$ cat src/rtl/alu_pkg.sv
// Shared ALU types and constants.
// Used by the result selector and its output buffer.
package alu_pkg;

   localparam int ALU_WIDTH   = 32;
   localparam int ALU_NUM_SRC = 4;

   typedef logic [ALU_WIDTH-1:0] alu_word_t;

   // Occupancy of a 2-entry buffer: 0, 1 or 2.
   localparam int BUF_DEPTH = 2;
   typedef logic [1:0] buf_cnt_t;

   localparam buf_cnt_t BUF_EMPTY = 2'd0;
   localparam buf_cnt_t BUF_FULL  = 2'd2;

endpackage

$ cat src/rtl/mux_sel_buf_sel_buf2.sv
// sel_buf2: generic 2-entry valid/ready buffer.
// Ports:
//   clk, reset (sync, active-high)
//   in_valid/in_ready/in_data   : upstream handshake
//   out_valid/out_ready/out_data: downstream handshake
// in_ready depends only on registered occupancy, so there is no path
// from out_ready to in_ready. out_data is zero while the buffer is empty.
module sel_buf2
   import alu_pkg::*;
#(
   parameter int WIDTH = ALU_WIDTH
) (
   input  logic             clk,
   input  logic             reset,
   input  logic             in_valid,
   output logic             in_ready,
   input  logic [WIDTH-1:0] in_data,
   output logic             out_valid,
   input  logic             out_ready,
   output logic [WIDTH-1:0] out_data
);

   buf_cnt_t         count;
   logic             head;
   logic             tail;
   logic [WIDTH-1:0] mem [BUF_DEPTH];

   logic push;
   logic pop;

   assign in_ready  = (count != BUF_FULL);
   assign out_valid = (count != BUF_EMPTY);

   assign push = in_valid && in_ready;
   assign pop  = out_valid && out_ready;

   // Pointer and occupancy state. On a simultaneous push and pop with
   // one entry held, head moves onto the entry just written.
   always_ff @(posedge clk) begin
      if (reset) begin
         count <= BUF_EMPTY;
         head  <= 1'b0;
         tail  <= 1'b0;
      end else begin
         if (push) tail <= ~tail;
         if (pop)  head <= ~head;
         unique case ({push, pop})
            2'b10:   count <= count + 2'd1;
            2'b01:   count <= count - 2'd1;
            default: count <= count;
         endcase
      end
   end

   // Storage is not reset; stale contents are hidden by the output mask.
   always_ff @(posedge clk) begin
      if (push) mem[tail] <= in_data;
   end

   assign out_data = out_valid ? mem[head] : '0;

endmodule

$ cat src/rtl/mux_sel_buf.sv
// mux_sel_buf: NUM_IN-way gated word selector feeding a 2-entry buffer.
// Ports:
//   clk, reset (sync, active-high)
//   in_bus (NUM_IN packed words), sel, en, in_valid -> in_ready
//   out_data, out_valid <- out_ready
//   sel_err (sticky, out-of-range select accepted), err_clr
module mux_sel_buf
   import alu_pkg::*;
#(
   parameter int WIDTH  = ALU_WIDTH,
   parameter int NUM_IN = ALU_NUM_SRC,
   parameter int SEL_W  = $clog2(NUM_IN)
) (
   input  logic                    clk,
   input  logic                    reset,
   input  logic [NUM_IN*WIDTH-1:0] in_bus,
   input  logic [SEL_W-1:0]        sel,
   input  logic                    en,
   input  logic                    in_valid,
   output logic                    in_ready,
   output logic [WIDTH-1:0]        out_data,
   output logic                    out_valid,
   input  logic                    out_ready,
   output logic                    sel_err,
   input  logic                    err_clr
);

   // An index with no matching word (only possible when NUM_IN is not
   // a power of two) yields zero, same as a disabled result.
   function automatic logic [WIDTH-1:0] pick(
      input logic [NUM_IN*WIDTH-1:0] bus,
      input logic [SEL_W-1:0]        idx,
      input logic                    gate
   );
      logic [WIDTH-1:0] r;
      r = '0;
      for (int i = 0; i < NUM_IN; i++) begin
         if (int'(idx) == i) r = bus[i*WIDTH +: WIDTH];
      end
      return gate ? r : '0;
   endfunction

   logic [WIDTH-1:0] result;
   logic             sel_bad;
   logic             push;

   assign result  = pick(in_bus, sel, en);
   assign sel_bad = (int'(sel) >= NUM_IN);
   assign push    = in_valid && in_ready;

   sel_buf2 #(
      .WIDTH(WIDTH)
   ) u_buf (
      .clk      (clk),
      .reset    (reset),
      .in_valid (in_valid),
      .in_ready (in_ready),
      .in_data  (result),
      .out_valid(out_valid),
      .out_ready(out_ready),
      .out_data (out_data)
   );

   // A new error in the same cycle as a clear keeps the flag set.
   always_ff @(posedge clk) begin
      if (reset) begin
         sel_err <= 1'b0;
      end else if (push && sel_bad) begin
         sel_err <= 1'b1;
      end else if (err_clr) begin
         sel_err <= 1'b0;
      end
   end

endmodule

$ cat config.mk
export PLATFORM = sky130hd
export DESIGN_NAME = mux_sel_buf
export DESIGN_NICKNAME = d
export VERILOG_FILES = /design/src/rtl/alu_pkg.sv /design/src/rtl/mux_sel_buf_sel_buf2.sv /design/src/rtl/mux_sel_buf.sv
export SDC_FILE = /design/constraint.sdc
export NUM_CORES = 1
export LEC_CHECK = 0
export CAP_MARGIN = 30
export CORE_ASPECT_RATIO = 2
export CORE_MARGIN = 2
export CORE_UTILIZATION = 42
export CTS_CLUSTER_SIZE = 30
export DETAILED_ROUTE_END_ITERATION = 10
export PLACE_DENSITY_LB_ADDON = 0.2
export SYNTH_ARGS = -nofsm -noshare
export SYNTH_HDL_FRONTEND = slang
export SYNTH_SLANG_ARGS = --single-unit
$ cat constraint.sdc
create_clock -name clk -period 2.03 [get_ports clk]
set_input_delay 0.406 -clock clk [delete_from_list [all_inputs] [get_ports clk]]
set_output_delay 0.406 -clock clk [all_outputs]
set_load 0.01 [all_outputs]
==> results.py, run 1 <==
metrics = {
    "setup_path": {
        "path_max_fanout": 10,
        "cp-start-kind": "flop",
        "regToRegSetupSlack_ns": 0.31,
        "crit_arrival_ns": 1.60,
        "path_class": "reg2out",
        "required_ns": 1.62,
        "end_kind": "output port",
    },
    "timing": {
        "period_share": 0.990,
        "final.setup_skew_ns": 0.00469,
        "rsz0062_at_grt": "true",
        "fmax_mhz": 497,
        "fin_setup_tns_ns": 0,
        "finalSetupViolCount": 0,
        "hold_viol": 0,
        "period_minus_slack_ns": 2.01,
        "setup_ws_ns": 0.0197,
        "drv_slew": 0,
    },
    "grt": {
        "grt_overflow_total": 0,
        "grt_busiest_layer": "met2",
        "gr-usage-met2": 0.345,
        "use_met3": 0.0423,
        "antenna_found_initial": 0,
        "grt_pass1_vias": 2726,
        "grt_max_degree": 33,
        "grtUsageMet1": 0.166,
        "grt_first_pass_wirelength_um": 12900,
        "grt_use_total": 0.178,
    },
    "clock_network": {
        "path_clk_slew_ns": 0.05,
        "holdBufCountCts": 0,
        "root_buffer": "clkbuf_16",
        "cts.path.max_buffers": 2,
        "clock_latency_ns": 0.32,
        "cts_max_level": 3,
        "clock_sinks": 69,
        "cts_inserted_buffers": 9,
        "cts_tree": "built",
    },
    "place": {
        "port_buffers": 168,
        "post-place-ws_ns": -0.0836,
        "hpwlAfterDp_um": 6600,
        "gp_congestion": 0.779,
    },
    "cells_and_area": {
        "most-common-layout-cells": "137 x clkdlybuf4s50_1, 64 x edfxtp_1, 35 x nor2_1, 32 x and2_1, 30 x mux4_2",
        "fin_nets": 554,
        "antenna_cells": 0,
        "layout-drive-gt1-share": 0.168,
        "final_common_cell": "clkdlybuf4s50_1",
        "areaGrowthSynthToFinish_pct": 61.2,
    },
    "synth": {
        "ys_types": 25,
        "yosysSeqAreaShare": 0.553,
        "syn-num-nets": 374,
        "syn_inst": 237,
        "yosys_warnings": 0,
        "syn_avg_cell_area_um2": 15.4,
        "syn_area_um2": 3650,
        "ys_seq_elements": 69,
    },
    "floorplan": {
        "initial_core_util": 0.429,
        "fp.dieW_um": 70.0,
        "io_pins": 171,
        "die_h_um": 136,
        "rows": 48,
        "die_area_um2": 9510,
        "core_area_um2": 8530,
    },
    "pwr": {
        "p_leak_nw": 2.32,
        "vdd_drop_max_mv": 0.546,
        "powerDensity_nw_per_um2": 979,
    },
    "routing": {
        "postRouteAntennaNets": 0,
        "drc": 0,
        "wire_per_inst_um": 16.1,
        "dr.pass1.iters": 4,
        "drtIter0Drc": 117,
        "vias_per_cell": 5.07,
        "drt-total-wl_um": 8410,
        "num_vias": 2644,
    },
    "run": {
        "drv_cap": 0,
    },
    "worst_hold_path": {
        "min_path_type": "reg2reg",
    },
    "run_status": {
        "outcome": "finished, final reports clean",
    },
}
==> stage by stage <==
step	cell area, um^2	util	hold WS [ns]	power [mW]	std cells
after floorplan	3650	-	0.472	3.05	237
after global placement	5490	0.644	0.489	4.25	501
after detailed placement	5490	0.644	0.500	4.30	501
after CTS	5800	0.680	0.517	5.77	519
after global routing	5890	0.691	0.530	6.07	522
final	5890	0.691	0.512	5.77	522
==> kinds of logic (layout without fill, tap and decap cells) <==
logic type | count (synthesis) | in the layout | synth area share
compound gates | 5 | 5 | 0.00822
xor+xnor | 3 | 3 | 0.00719
fa+ha+maj | 1 | 1 | 0.00342
buf+inv | 21 | 206 | 0.0401
flops | 69 | 69 | 0.553
mux | 64 | 64 | 0.287
other cells | 1 | 1 | 0.00103
simple gates | 73 | 73 | 0.100
==> registers in the layout (all words and copies together) (netlist names), named ones only <==
name / flops
u_buf.head: 1
u_buf.count: 2
u_buf.tail: 1
u_buf.mem: 64
==> final timing paths <==
kind                          to  cells past startpoint            from
setup / recovery    out_data[24]                      4            flop
setup reg to reg  u_buf.count[1]                      6  u_buf.count[0]
hold / removal        u_buf.head                      2      u_buf.head
hold reg to reg       u_buf.head                      2      u_buf.head
==> synthesized netlist by cell type <==
| library cell | count | area [um^2] |
|---|---|---|
| xor2_1 | 2 | 17.5 |
| buf_2 | 6 | 30.0 |
| mux4_1 | 2 | 52.6 |
| conb_1 | 1 | 3.75 |
| nand2_1 | 1 | 3.75 |
| nand2b_1 | 1 | 6.26 |
| buf_6 | 1 | 11.3 |
| buf_4 | 1 | 7.51 |
| or3_1 | 1 | 6.26 |
| nand3b_1 | 1 | 7.51 |
| and2_1 | 32 | 200 |
| a21bo_2 | 1 | 10.0 |
| edfxtp_1 | 64 | 1920 |
| nor2_1 | 36 | 135 |
| clkbuf_1 | 7 | 26.3 |
| mux2i_1 | 32 | 320 |
| ha_1 | 1 | 12.5 |
| mux4_2 | 30 | 676 |
| and3_1 | 1 | 6.26 |
| inv_1 | 3 | 11.3 |
| a21oi_1 | 2 | 10.0 |
| buf_12 | 3 | 60.1 |
| o21ai_0 | 2 | 10.0 |
| dfxtp_1 | 5 | 100 |
| xnor2_1 | 1 | 8.76 |
==> routing by layer <==
metal,wire length [um],vias to the layer above,part of all wire
met5,0,-,0
met4,303,0,0.036
met3,522,20,0.062
met2,5030,110,0.60
met1,2550,1250,0.30
li1,-,1264,-
==> cell type report <==
class / instances / area, um^2
well taps: 100 / 125
clock inverters: 6 / 53.8
flip-flops and latches: 69 / 2030
inverters: 3 / 11.3
repair buffers: 187 / 1930
fillers: 622 / 2640
clock buffers: 10 / 229
multi-input cells: 147 / 1520
==> report_power, final <==
group / switching (mW) / internal, mW / total, mW
Sequential: 0.0973 / 1.85 / 1.94
Clock: 0.506 / 0.933 / 1.44
Combinational: 1.05 / 1.34 / 2.39
Total: 1.65 / 4.12 / 5.77
==> critical path, stage by stage (launching register included) <==
cell	delay, ns
dfxtp_4	0.40
buf_12	0.16
mux2i_1	0.20
nor2_1	0.05
clkdlybuf4s50_1	0.47
==> repair_timing <==
item	in CTS	in global routing
endpoints found under the setup margin	33	12
resized for setup	26	15
gates cloned	0	1
pin swaps	1	0
setup buffers	2	2
Power figures use the tool's default switching activity.
==> run 2, diff against run 1 <==
- CORE_UTILIZATION: 42 -> 45
- CTS_CLUSTER_SIZE: 30 -> 25
- TNS_END_PERCENT: not set -> 5
- clock period: 2.03 -> 2.5 ns (I/O delays scaled with it)
==> run 2 against run 1 <==
- setup slack better by 0.11 ns
- hold slack about the same
- register-to-register slack better by 0.40 ns
- clock power down 10%
- die area down 6.4%
- sequential share of layout area up 0.67 points
- global-route usage up 3.0 points
- first-iteration DRC count down 14%
- sequential power down 18%
- critical path depth unchanged
- count of clock-buffer cells in the layout down 1
- critical endpoint is now out_data[14]
- largest cell class unchanged
- highest routed layer unchanged
==> results.py, run 2 (synthesized netlist as in run 1, its figures left out) <==
metrics = {
    "grt": {
        "grt_pass1_vias": 2797,
        "antenna_found_initial": 0,
        "grt_first_pass_wirelength_um": 13300,
        "grt_max_degree": 33,
        "grt_use_total": 0.208,
        "grt_overflow_total": 0,
    },
    "floorplan": {
        "io_pins": 171,
        "core_area_um2": 7890,
        "die_h_um": 131,
        "rows": 46,
        "fp.dieW_um": 67.7,
        "initial_core_util": 0.464,
        "die_area_um2": 8900,
    },
    "setup_path": {
        "regToRegSetupSlack_ns": 0.71,
        "crit_arrival_ns": 1.87,
        "cp-start-kind": "flop",
        "reg2reg_from": "u_buf.count[0]",
        "ff2ff_path_depth": 6,
        "path_class": "reg2out",
        "path_max_fanout": 12,
        "end_kind": "output port",
        "crit_start": "u_buf.count[1]",
        "required_ns": 2.00,
        "r2r_end": "u_buf.count[1]",
    },
    "worst_hold_path": {
        "hold_depth": 2,
        "hold_path_startpoint": "u_buf.head",
        "holdPathEnd": "u_buf.head",
        "min_path_type": "reg2reg",
    },
    "cells_and_area": {
        "finalInstanceArea_um2": 5770,
        "final_common_cell": "clkdlybuf4s50_1",
        "areaGrowthSynthToFinish_pct": 57.9,
        "fin_nets": 547,
        "layout-drive-gt1-share": 0.152,
        "largest_reg_flops": 64,
        "top_regs": "u_buf.mem (64), u_buf.count (2)",
        "postLayoutCoreUtil": 0.732,
        "most-common-layout-cells": "167 x clkdlybuf4s50_1, 64 x edfxtp_1, 35 x nor2_1, 32 x mux2i_1, 32 x and2_1",
        "n_fill_cell": 532,
        "antenna_cells": 0,
        "top_register": "u_buf.mem",
    },
    "clock_network": {
        "cts_max_level": 3,
        "clock_latency_ns": 0.32,
        "post_cts_buffers": 0,
        "cts.path.max_buffers": 2,
        "cts_inserted_buffers": 9,
        "root_buffer": "clkbuf_16",
        "cts_tree": "built",
        "clock_sinks": 69,
        "holdBufCountCts": 0,
        "path_clk_slew_ns": 0.05,
    },
    "pwr": {
        "vdd_drop_max_mv": 0.448,
        "powerDensity_nw_per_um2": 818,
        "p_leak_nw": 2.03,
    },
    "timing": {
        "period_minus_slack_ns": 2.37,
        "finalSetupViolCount": 0,
        "rsz0062_at_grt": "false",
        "worst_slew_pin_slew_ns": 0.528,
        "period_share": 0.946,
        "final.setup_skew_ns": 0.00577,
        "setup_ws_ns": 0.134,
        "fin_setup_tns_ns": 0,
        "hold_viol": 0,
        "fmax_mhz": 423,
        "drv_slew": 0,
        "relSlewSlack": 0.647,
        "hold_slack_ns": 0.512,
    },
    "place": {
        "gp_congestion": 0.777,
        "post-place-ws_ns": 0.0407,
        "placed_cell_area_um2": 5440,
        "hpwlAfterDp_um": 6660,
        "port_buffers": 168,
    },
    "routing": {
        "wire_per_inst_um": 17.1,
        "dr.pass1.iters": 4,
        "drc": 0,
        "vias_per_cell": 5.18,
        "postRouteAntennaNets": 0,
        "num_vias": 2646,
        "drtIter0Drc": 101,
        "drt-total-wl_um": 8740,
    },
    "run_status": {
        "outcome": "finished, final reports clean",
    },
    "run": {
        "drv_cap": 0,
    },
}
==> run 2: cell types whose count changed in the layout (fill, tap and decap cells not counted), sizes merged, moves of 2 or more <==
cell | before | now
clkdlybuf4s50 | 137 | 167
dlygate4sd2 | 19 | 0
dlymetal6s2s | 11 | 0
buf | 19 | 12
clkbuf | 11 | 9
==> run 2: how the worst max path moves through the flow <==
stage	endpoint	slack [ns]	cells after the start
finish	out_data[14]	0.13	4
CTS	out_data[11]	0.02	4
floorplan	u_buf.mem[1][0]	0.62	2
detailed placement	out_data[14]	0.04	4
global route	out_data[14]	0.02	4
global placement	out_data[14]	0.05	4
==> run 2: critical path, cell delays in order, from the launching register on <==
cell	delay, ns
dfxtp_1	0.47
nor2_4	0.13
buf_4	0.21
nor2_1	0.16
clkdlybuf4s50_1	0.56
==> run 2: layout make-up <==
type                       instances  area (um^2)  area share
clock inverter                     7         90.1      0.0156
multi-input combinational        148         1500       0.260
inverter                           3         11.3     0.00195
clock buffer                       9          225      0.0390
tap                               96          120      0.0208
sequential                        69         2030       0.351
timing repair buffer             179         1800       0.311
==> run 2: timing repair <==
action / CTS / global route
endpoints found under the hold margin: 0 / 0
cloned: 1 / 0
resized for setup: 1 / 1
endpoints found under the setup margin: 32 / 2
pin swaps: 1 / 0
==> run 2: per-stage QoR <==
stage               total power, mW  std cells
floorplan                      2.48        237
global placement               3.40        494
detailed placement             3.43        494
CTS                            4.78        511
global route                   4.96        511
finish                         4.72        511
==> run 2: power by group <==
| group | leakage, nW | internal (mW) | switching (mW) |
|---|---|---|---|
| registers | 0.656 | 1.49 | 0.0980 |
| logic | 1.23 | 1.03 | 0.812 |
| clock network | 0.151 | 0.865 | 0.426 |
==> run 2: routing by layer <==
metal	GRT usage	vias to the layer above	share of wire
li1	-	1254	-
met1	0.199	1264	0.31
met2	0.395	112	0.61
met3	0.0385	16	0.057
met4	0.0952	0	0.026
met5	0	-	0
==> run 3, diff against run 2 <==
- HOLD_SLACK_MARGIN: not set -> 0.15
==> results of run 3 <==
Final layout, timing and power as in run 2 (identical DEF).
